$ cat src/rtl/sysid_arb_pkg.sv
// Shared types and helpers for the two-master sysid read arbiter.
package sysid_arb_pkg;

  localparam int DEFAULT_DATA_W = 32;

  typedef enum logic [1:0] {
    IDLE    = 2'd0,
    ISSUE   = 2'd1,
    RESPOND = 2'd2
  } arb_state_t;

  // Returns the winning master index (0 or 1); only meaningful when a read is pending.
  function automatic logic pick_grant(input logic req0, input logic req1,
                                      input logic last_grant, input logic fixed_priority);
    if (req0 && req1) return fixed_priority ? 1'b0 : ~last_grant;
    return req1 && !req0;
  endfunction

endpackage

$ cat src/rtl/sat_counter.sv
// Up-counter that sticks at all-ones instead of wrapping.
module sat_counter #(
  parameter int CNT_W = 16
) (
  input  logic             clock,
  input  logic             reset,
  input  logic             en,
  output logic [CNT_W-1:0] count
);

  // NOTE: state is updated with non-blocking assignments so every register samples pre-edge values.
  always_ff @(posedge clock or posedge reset) begin
    if (reset)                 count <= '0;
    else if (en && count != '1) count <= count + CNT_W'(1);
  end

endmodule

$ cat src/rtl/sysid_access_arbiter.sv
// Two Avalon-MM masters sharing one zero-latency sysid slave: IDLE -> ISSUE -> RESPOND per read.
module sysid_access_arbiter
  import sysid_arb_pkg::*;
#(
  parameter int FIXED_PRIORITY = 0,
  parameter int DATA_W         = DEFAULT_DATA_W,
  parameter int CNT_W          = 16
) (
  input  logic              clock,
  input  logic              reset,
  input  logic              m0_read,
  input  logic              m0_address,
  output logic              m0_waitrequest,
  output logic [DATA_W-1:0] m0_readdata,
  output logic              m0_readdatavalid,
  input  logic              m1_read,
  input  logic              m1_address,
  output logic              m1_waitrequest,
  output logic [DATA_W-1:0] m1_readdata,
  output logic              m1_readdatavalid,
  output logic              s_address,
  input  logic [DATA_W-1:0] s_readdata,
  output logic [CNT_W-1:0]  rd_count0,
  output logic [CNT_W-1:0]  rd_count1
);

  arb_state_t        state;
  logic              grant;
  logic              last_grant;
  logic [DATA_W-1:0] data_q;
  logic              next_grant;

  assign next_grant = pick_grant(m0_read, m1_read, last_grant, FIXED_PRIORITY != 0);

  // s_address doubles as the latched-address register; it is only non-zero during ISSUE.
  always_ff @(posedge clock or posedge reset) begin
    if (reset) begin
      state            <= IDLE;
      grant            <= 1'b0;
      last_grant       <= 1'b1;
      data_q           <= '0;
      s_address        <= 1'b0;
      m0_waitrequest   <= 1'b1;
      m1_waitrequest   <= 1'b1;
      m0_readdatavalid <= 1'b0;
      m1_readdatavalid <= 1'b0;
    end else begin
      case (state)
        IDLE: begin
          if (m0_read || m1_read) begin
            grant          <= next_grant;
            s_address      <= next_grant ? m1_address : m0_address;
            m0_waitrequest <= next_grant;
            m1_waitrequest <= ~next_grant;
            state          <= ISSUE;
          end
        end
        ISSUE: begin
          data_q           <= s_readdata;
          s_address        <= 1'b0;
          m0_waitrequest   <= 1'b1;
          m1_waitrequest   <= 1'b1;
          m0_readdatavalid <= ~grant;
          m1_readdatavalid <= grant;
          state            <= RESPOND;
        end
        RESPOND: begin
          m0_readdatavalid <= 1'b0;
          m1_readdatavalid <= 1'b0;
          last_grant       <= grant;
          state            <= IDLE;
        end
        default: state <= IDLE;
      endcase
    end
  end

  // Both masters see the shared data register; readdatavalid alone says whose it is.
  assign m0_readdata = data_q;
  assign m1_readdata = data_q;

  sat_counter #(.CNT_W(CNT_W)) u_cnt0 (
    .clock (clock),
    .reset (reset),
    .en    (m0_readdatavalid),
    .count (rd_count0)
  );

  sat_counter #(.CNT_W(CNT_W)) u_cnt1 (
    .clock (clock),
    .reset (reset),
    .en    (m1_readdatavalid),
    .count (rd_count1)
  );

endmodule

$ cat config.mk
export PLATFORM = sky130hd
export DESIGN_NAME = sysid_access_arbiter
export DESIGN_NICKNAME = d
export VERILOG_FILES = /design/src/rtl/sysid_arb_pkg.sv /design/src/rtl/sat_counter.sv /design/src/rtl/sysid_access_arbiter.sv
export SDC_FILE = /design/constraint.sdc
export NUM_CORES = 1
export LEC_CHECK = 0
export CAP_MARGIN = 20
export CELL_PAD_IN_SITES_DETAIL_PLACEMENT = 0
export CELL_PAD_IN_SITES_GLOBAL_PLACEMENT = 1
export CORE_UTILIZATION = 35
export CTS_CLUSTER_DIAMETER = 50
export DETAILED_ROUTE_END_ITERATION = 6
export PLACE_DENSITY = 0.9
export SYNTH_ARGS = -nofsm -noshare
export SYNTH_HDL_FRONTEND = slang
export SYNTH_SLANG_ARGS = --single-unit
$ cat constraint.sdc
create_clock -name clock -period 7.1 [get_ports clock]
set_clock_uncertainty 0.2 [all_clocks]
set_input_delay 1.065 -clock clock [delete_from_list [all_inputs] [get_ports clock]]
set_output_delay 1.065 -clock clock [all_outputs]
set_load 0.005 [all_outputs]
# Word-level counts from Yosys, hierarchy flattened
# Cells that the tools add are included.
[op_classes]
mux = 14
addsub = 2
n_eq_ne = 5
n_reduce_logical = 11
n_bitwise = 3
[ops]
columns = ["cell", "n"]
rows = [
  ["$add 16x1->16 const B", 2],
  ["$ne 16x16->1 const B", 2],
  ["$pmux 1 s2", 5],
  ["$mux 1", 7],
  ["$logic_and 1x1->1", 4],
  ["$pmux 2 s2", 1],
  ["$reduce_and 2->1", 2],
  ["$reduce_bool 2->1", 2],
  ["$not 1->1", 3],
  ["$eq 2x1->1 const B", 1],
  ["$eq 2x2->1 const B", 1],
  ["$logic_not 2->1", 1],
  ["$mux 2", 1],
  ["$ne 2x2->1 const B", 1],
  ["$logic_not 1->1", 1],
  ["$logic_or 1x1->1", 1],
]
[totals]
register_bits = 73
word_cells = 46
output_inout_bits = 101

# Longest topological paths before layout
[depth]
depth_word = 6
ltp_mapped = 6
depth_no_buf = 5

# Modules after synthesis
# Synthesis repeated with hierarchy kept, for this count alone.
[unflattened]
hier_cells = 284
hier_area_um2 = 3509.6
[modules_own_cells]
columns = ["module", "instances", "area_per_inst_um2", "cells_per_inst"]
rows = [
  ["sysid_access_arbiter", 1, 1898.1, 142],
  ["sat_counter", 2, 805.8, 71],
]

# Least setup slack after synthesis
# Ideal clock, no wire load.
[synth_path]
path_kind = "in2reg"
start = "input port m1_read"
end = "register s_address"
path_stages = 4
t_required_ns = 6.776
slack_ns = 5.052
arrival_ns = 1.724
cell_sequence = "a21boi_0 mux2i_1 o22ai_1 o2bb2ai_1"
[synth_via]
elab_chain_cells = 6
word_cells_on_any_way = 10
[synth_lines]
columns = ["element", "line_no", "source"]
rows = [
  ["start, declared", "sysid_access_arbiter.sv:16", "input logic m1_read,"],
  ["$logic_and 1x1->1", "sysid_arb_pkg.sv:15", "if (req0 && req1) return fixed_priority ? 1'b0 : ~last_grant;"],
  ["$mux 1", "sysid_arb_pkg.sv:15", ""],
  ["$mux 1", "sysid_arb_pkg.sv:16", "return req1 && !req0;"],
  ["$mux 1", "sysid_access_arbiter.sv:52", "s_address <= next_grant ? m1_address : m0_address;"],
  ["$mux 1", "sysid_access_arbiter.sv:50", "if (m0_read || m1_read) begin"],
  ["$pmux 1 s2", "sysid_access_arbiter.sv:48", "case (state)"],
  ["end signal, assigned", "sysid_access_arbiter.sv:52", ""],
  ["end, declared", "sysid_access_arbiter.sv:21", "output logic s_address,"],
]
# Parallel ways exist; a longest one is shown, timed or not. The select of a mux whose other input is x is not followed.
# A chain may end at the register's enable or synchronous reset.

# Worst setup path in the final report
[layout_path]
start = "register m0_readdatavalid"
end = "output port m0_readdatavalid"
[layout_rtl]
columns = ["element", "line_no", "source"]
rows = [
  ["start, declared", "sysid_access_arbiter.sv:15", "output logic m0_readdatavalid,"],
  ["start signal, assigned", "sysid_access_arbiter.sv:63", "m0_readdatavalid <= ~grant;"],
]
# No word-level cell between the ends.

==> reports/metrics.cfg <==
[clock_network]
num_cts_buffers=9
clock_insertion_delay_worst_skew_ns=0.34
post_cts_resized=0
clock_sink_count=73
tritoncts=yes
cts-htree-levels=3
postCtsSetupBuffers=0
root_driver=clkbuf_8
clockBufferDepth=2
clock_slew_at_the_register_clock_pins_of_the_worst_setup_and_hold_paths_ns=0.08
cts-hold-fix-buffers=0

[global_routing]
first_global_vias=2497
pin_count_of_the_biggest_net_entering_global_routing=74
wire_length_of_the_first_global_routing_pass_um=11800
grt-ovfl-total=0
grt_use_total_pct=15.0
antenna_violations_before_repair=0

[detailed_routing]
postRouteWirelength_um=7310
firstDrtPassIters=4
antenna_violating_nets_post_route=0
avgViaCountPerCell=4.78
route.vias.total=2558
drt-wirelength-per-cell_um=13.7
drtIter0Drc=81
remaining_design_rule_violation_count=0

[setup_path]
critPathRequiredTime_ns=5.83
cp_data_arrival_time_ns=1.40
timing.rr.start=u_cnt1.count[0]
timing.critical_path.slowest_stage_cell=clkdlybuf4s50_1
cp_bufs_invs=1
worst_setup_path_start_kind=register
critical-path-max-stage-delay_ns=0.56
reg2reg_slack_ns=4.92
max_fanout_on_critical_path=9
timing_worst_setup_path_type=register to primary output
timing.critical_path.cells=clkdlybuf4s50_1
timing.critical_path.max_delay_family=buffers and inverters
r2r_end=u_cnt1.count[1]
cp-end-kind=primary output
cells_on_worst_reg2reg_path=5

[final_layout]
most-common-layout-cells=138 x clkdlybuf4s50_1, 70 x dfrtp_1, 36 x mux2_2
syn_to_final_growth_pct=44.3
multi_input_area_um2=1280
most_common_cell_after_layout_fill_and_taps_aside=clkdlybuf4s50_1
final-seq-area_um2=1830
diodes=0
finalCoreUtilization_pct=52.8
layout-drive-gt1-share_pct=14.8
n_fill_cell=835
finish.net_count=445

[synthesis]
synth_async_sr_flop_share_pct=100
syn-cell-area_um2=3420
yosysSeqAreaShare_pct=53.6
synthesis.area_per_instance_um2=11.8
synth_largest_type_area_fraction_pct=51.3
netlist_instances=290
synth_area_leaders=dfrtp_1 51%, mux2_2 12%, buf_4 7.0%, xnor2_1 3.6%, dfstp_2 2.3%
synth_edf_count=0
ys_ff_latch=73
ys_dominant_reg_cell=dfrtp_1
synthDominantAreaCellType=dfrtp_1
synth.lib_cells_used.distinct=40
number_of_nets_in_the_synthesized_netlist=334
yosysWarningCount=0

[power_and_ir_drop]
cellPowerDensity_nw_per_um2=400
total_power_uw=1970
vdd_ir_drop_max_mv=0.195
total_leakage_power_uw=0.00204

[floorplanning]
die_h_um=101
top_level_ports=139
die_width_um=101
design.core.area_um2=9330
num_rows=35
starting_density_pct=36.6
fp.dieArea_um2=10200

[sta]
rsz0062_at_grt=no
final-hold-violation-count=0
timing.final.max_slew_violations=0
timing.final.crit_period_ns=2.66
relSlewSlack_pct=38.9
report.final.setup_viol=0
post-route-period-util_pct=37.5
max_freq_mhz=375
timing_worst_slew_pin_value_ns=0.917
setup-tns-final_ns=0

[min_path]
timing.hold.worst_path_depth=1
hold_path_class=register to register
hold_path_sink=u_cnt1.count[15]
hold_path_startpoint=u_cnt1.count[15]

[flow_run]
maxCapViolCount=0

[status]
run_status=finished, final reports clean

[placement]
hpwlAfterDp_um=5180
port_buffers=138
place_congestion=0.803

==> registers in the layout, indices dropped and copies added (netlist names) <==
signal            flops
m0_waitrequest        1
u_cnt0.count         16
grant                 1
state                 2
u_cnt1.count         16
m0_readdatavalid      1
m1_readdatavalid      1
m1_waitrequest        1
m0_readdata          32
s_address             1
last_grant            1
==> Yosys cell counts (2+ instances only) <==
master and count:
buf_2 2, dfrtp_1 70, nand3_1 12, and3_1 7, buf_4 32, and4_1 3
xor2_1 9, mux2_2 36, nand2_1 13, or4_1 2, o21ai_0 4, dfstp_2 3
a41oi_1 2, nor3_1 10, mux2i_1 2, xnor2_1 14, nor2_1 11, clkbuf_1 5
nand4_1 11, inv_1 9, ha_1 6, nor4_1 2, a21oi_1 8
==> power by group <==
group          switching [uW]  total (uW)  internal [uW]  leakage, uW
logic                     277         877            600      0.00102
registers                 150         727            578     0.000904
clock network             150         366            216     0.000115
==> layout make-up <==
cell class,instances,area share [%]
Sequential cell,73,37.1
Clock inverter,5,1.57
Tap cell,129,3.27
Timing Repair Buffer,139,28.2
Multi-Input combinational cell,169,26.1
Clock buffer,11,3.07
Inverter,9,0.685
==> layer usage <==
metal | track usage (%) | part of all wire, %
met1 | 18.2 | 44
met2 | 25.1 | 48
met3 | 3.88 | 6.2
met4 | 6.35 | 1.5
met5 | 0 | 0
==> kinds of logic after synthesis <==
logic type	share of synthesized area (%)
adder cells (fa/ha/maj)	2.20
multiplexers	12.8
AO/OA/AOI/OAI	4.07
buffers and inverters	8.86
AND/OR/NAND/NOR	12.6
XOR/XNOR	5.90
flip-flops	53.6
==> worst max path at each step <==
| stage | to | slack [ns] | from | depth (start not counted) |
|---|---|---|---|---|
| after CTS | m0_readdatavalid | 4.41 | m0_readdatavalid | 1 |
| final | m0_readdatavalid | 4.44 | m0_readdatavalid | 1 |
| after global routing | m0_readdatavalid | 4.35 | m0_readdatavalid | 1 |
| after global placement | s_address | 4.43 | m1_read | 5 |
| after floorplan | grant | 3.99 | reset | 1 |
| after detailed placement | s_address | 4.35 | m1_read | 5 |
==> per-stage QoR <==
step / cells / hold slack (ns) / instance area [um2] / setup WS, ns
6_report: 535 / 0.300 / 4930 / 4.44
3_5_place_dp: 519 / 0.286 / 4700 / 4.35
2_1_floorplan: 290 / 0.284 / 3420 / 3.99
5_1_grt: 535 / 0.313 / 4930 / 4.35
4_1_cts: 535 / 0.300 / 4930 / 4.41
3_3_place_gp: 519 / 0.280 / 4700 / 4.43
No activity file was read; power rests on OpenSTA's default activity.
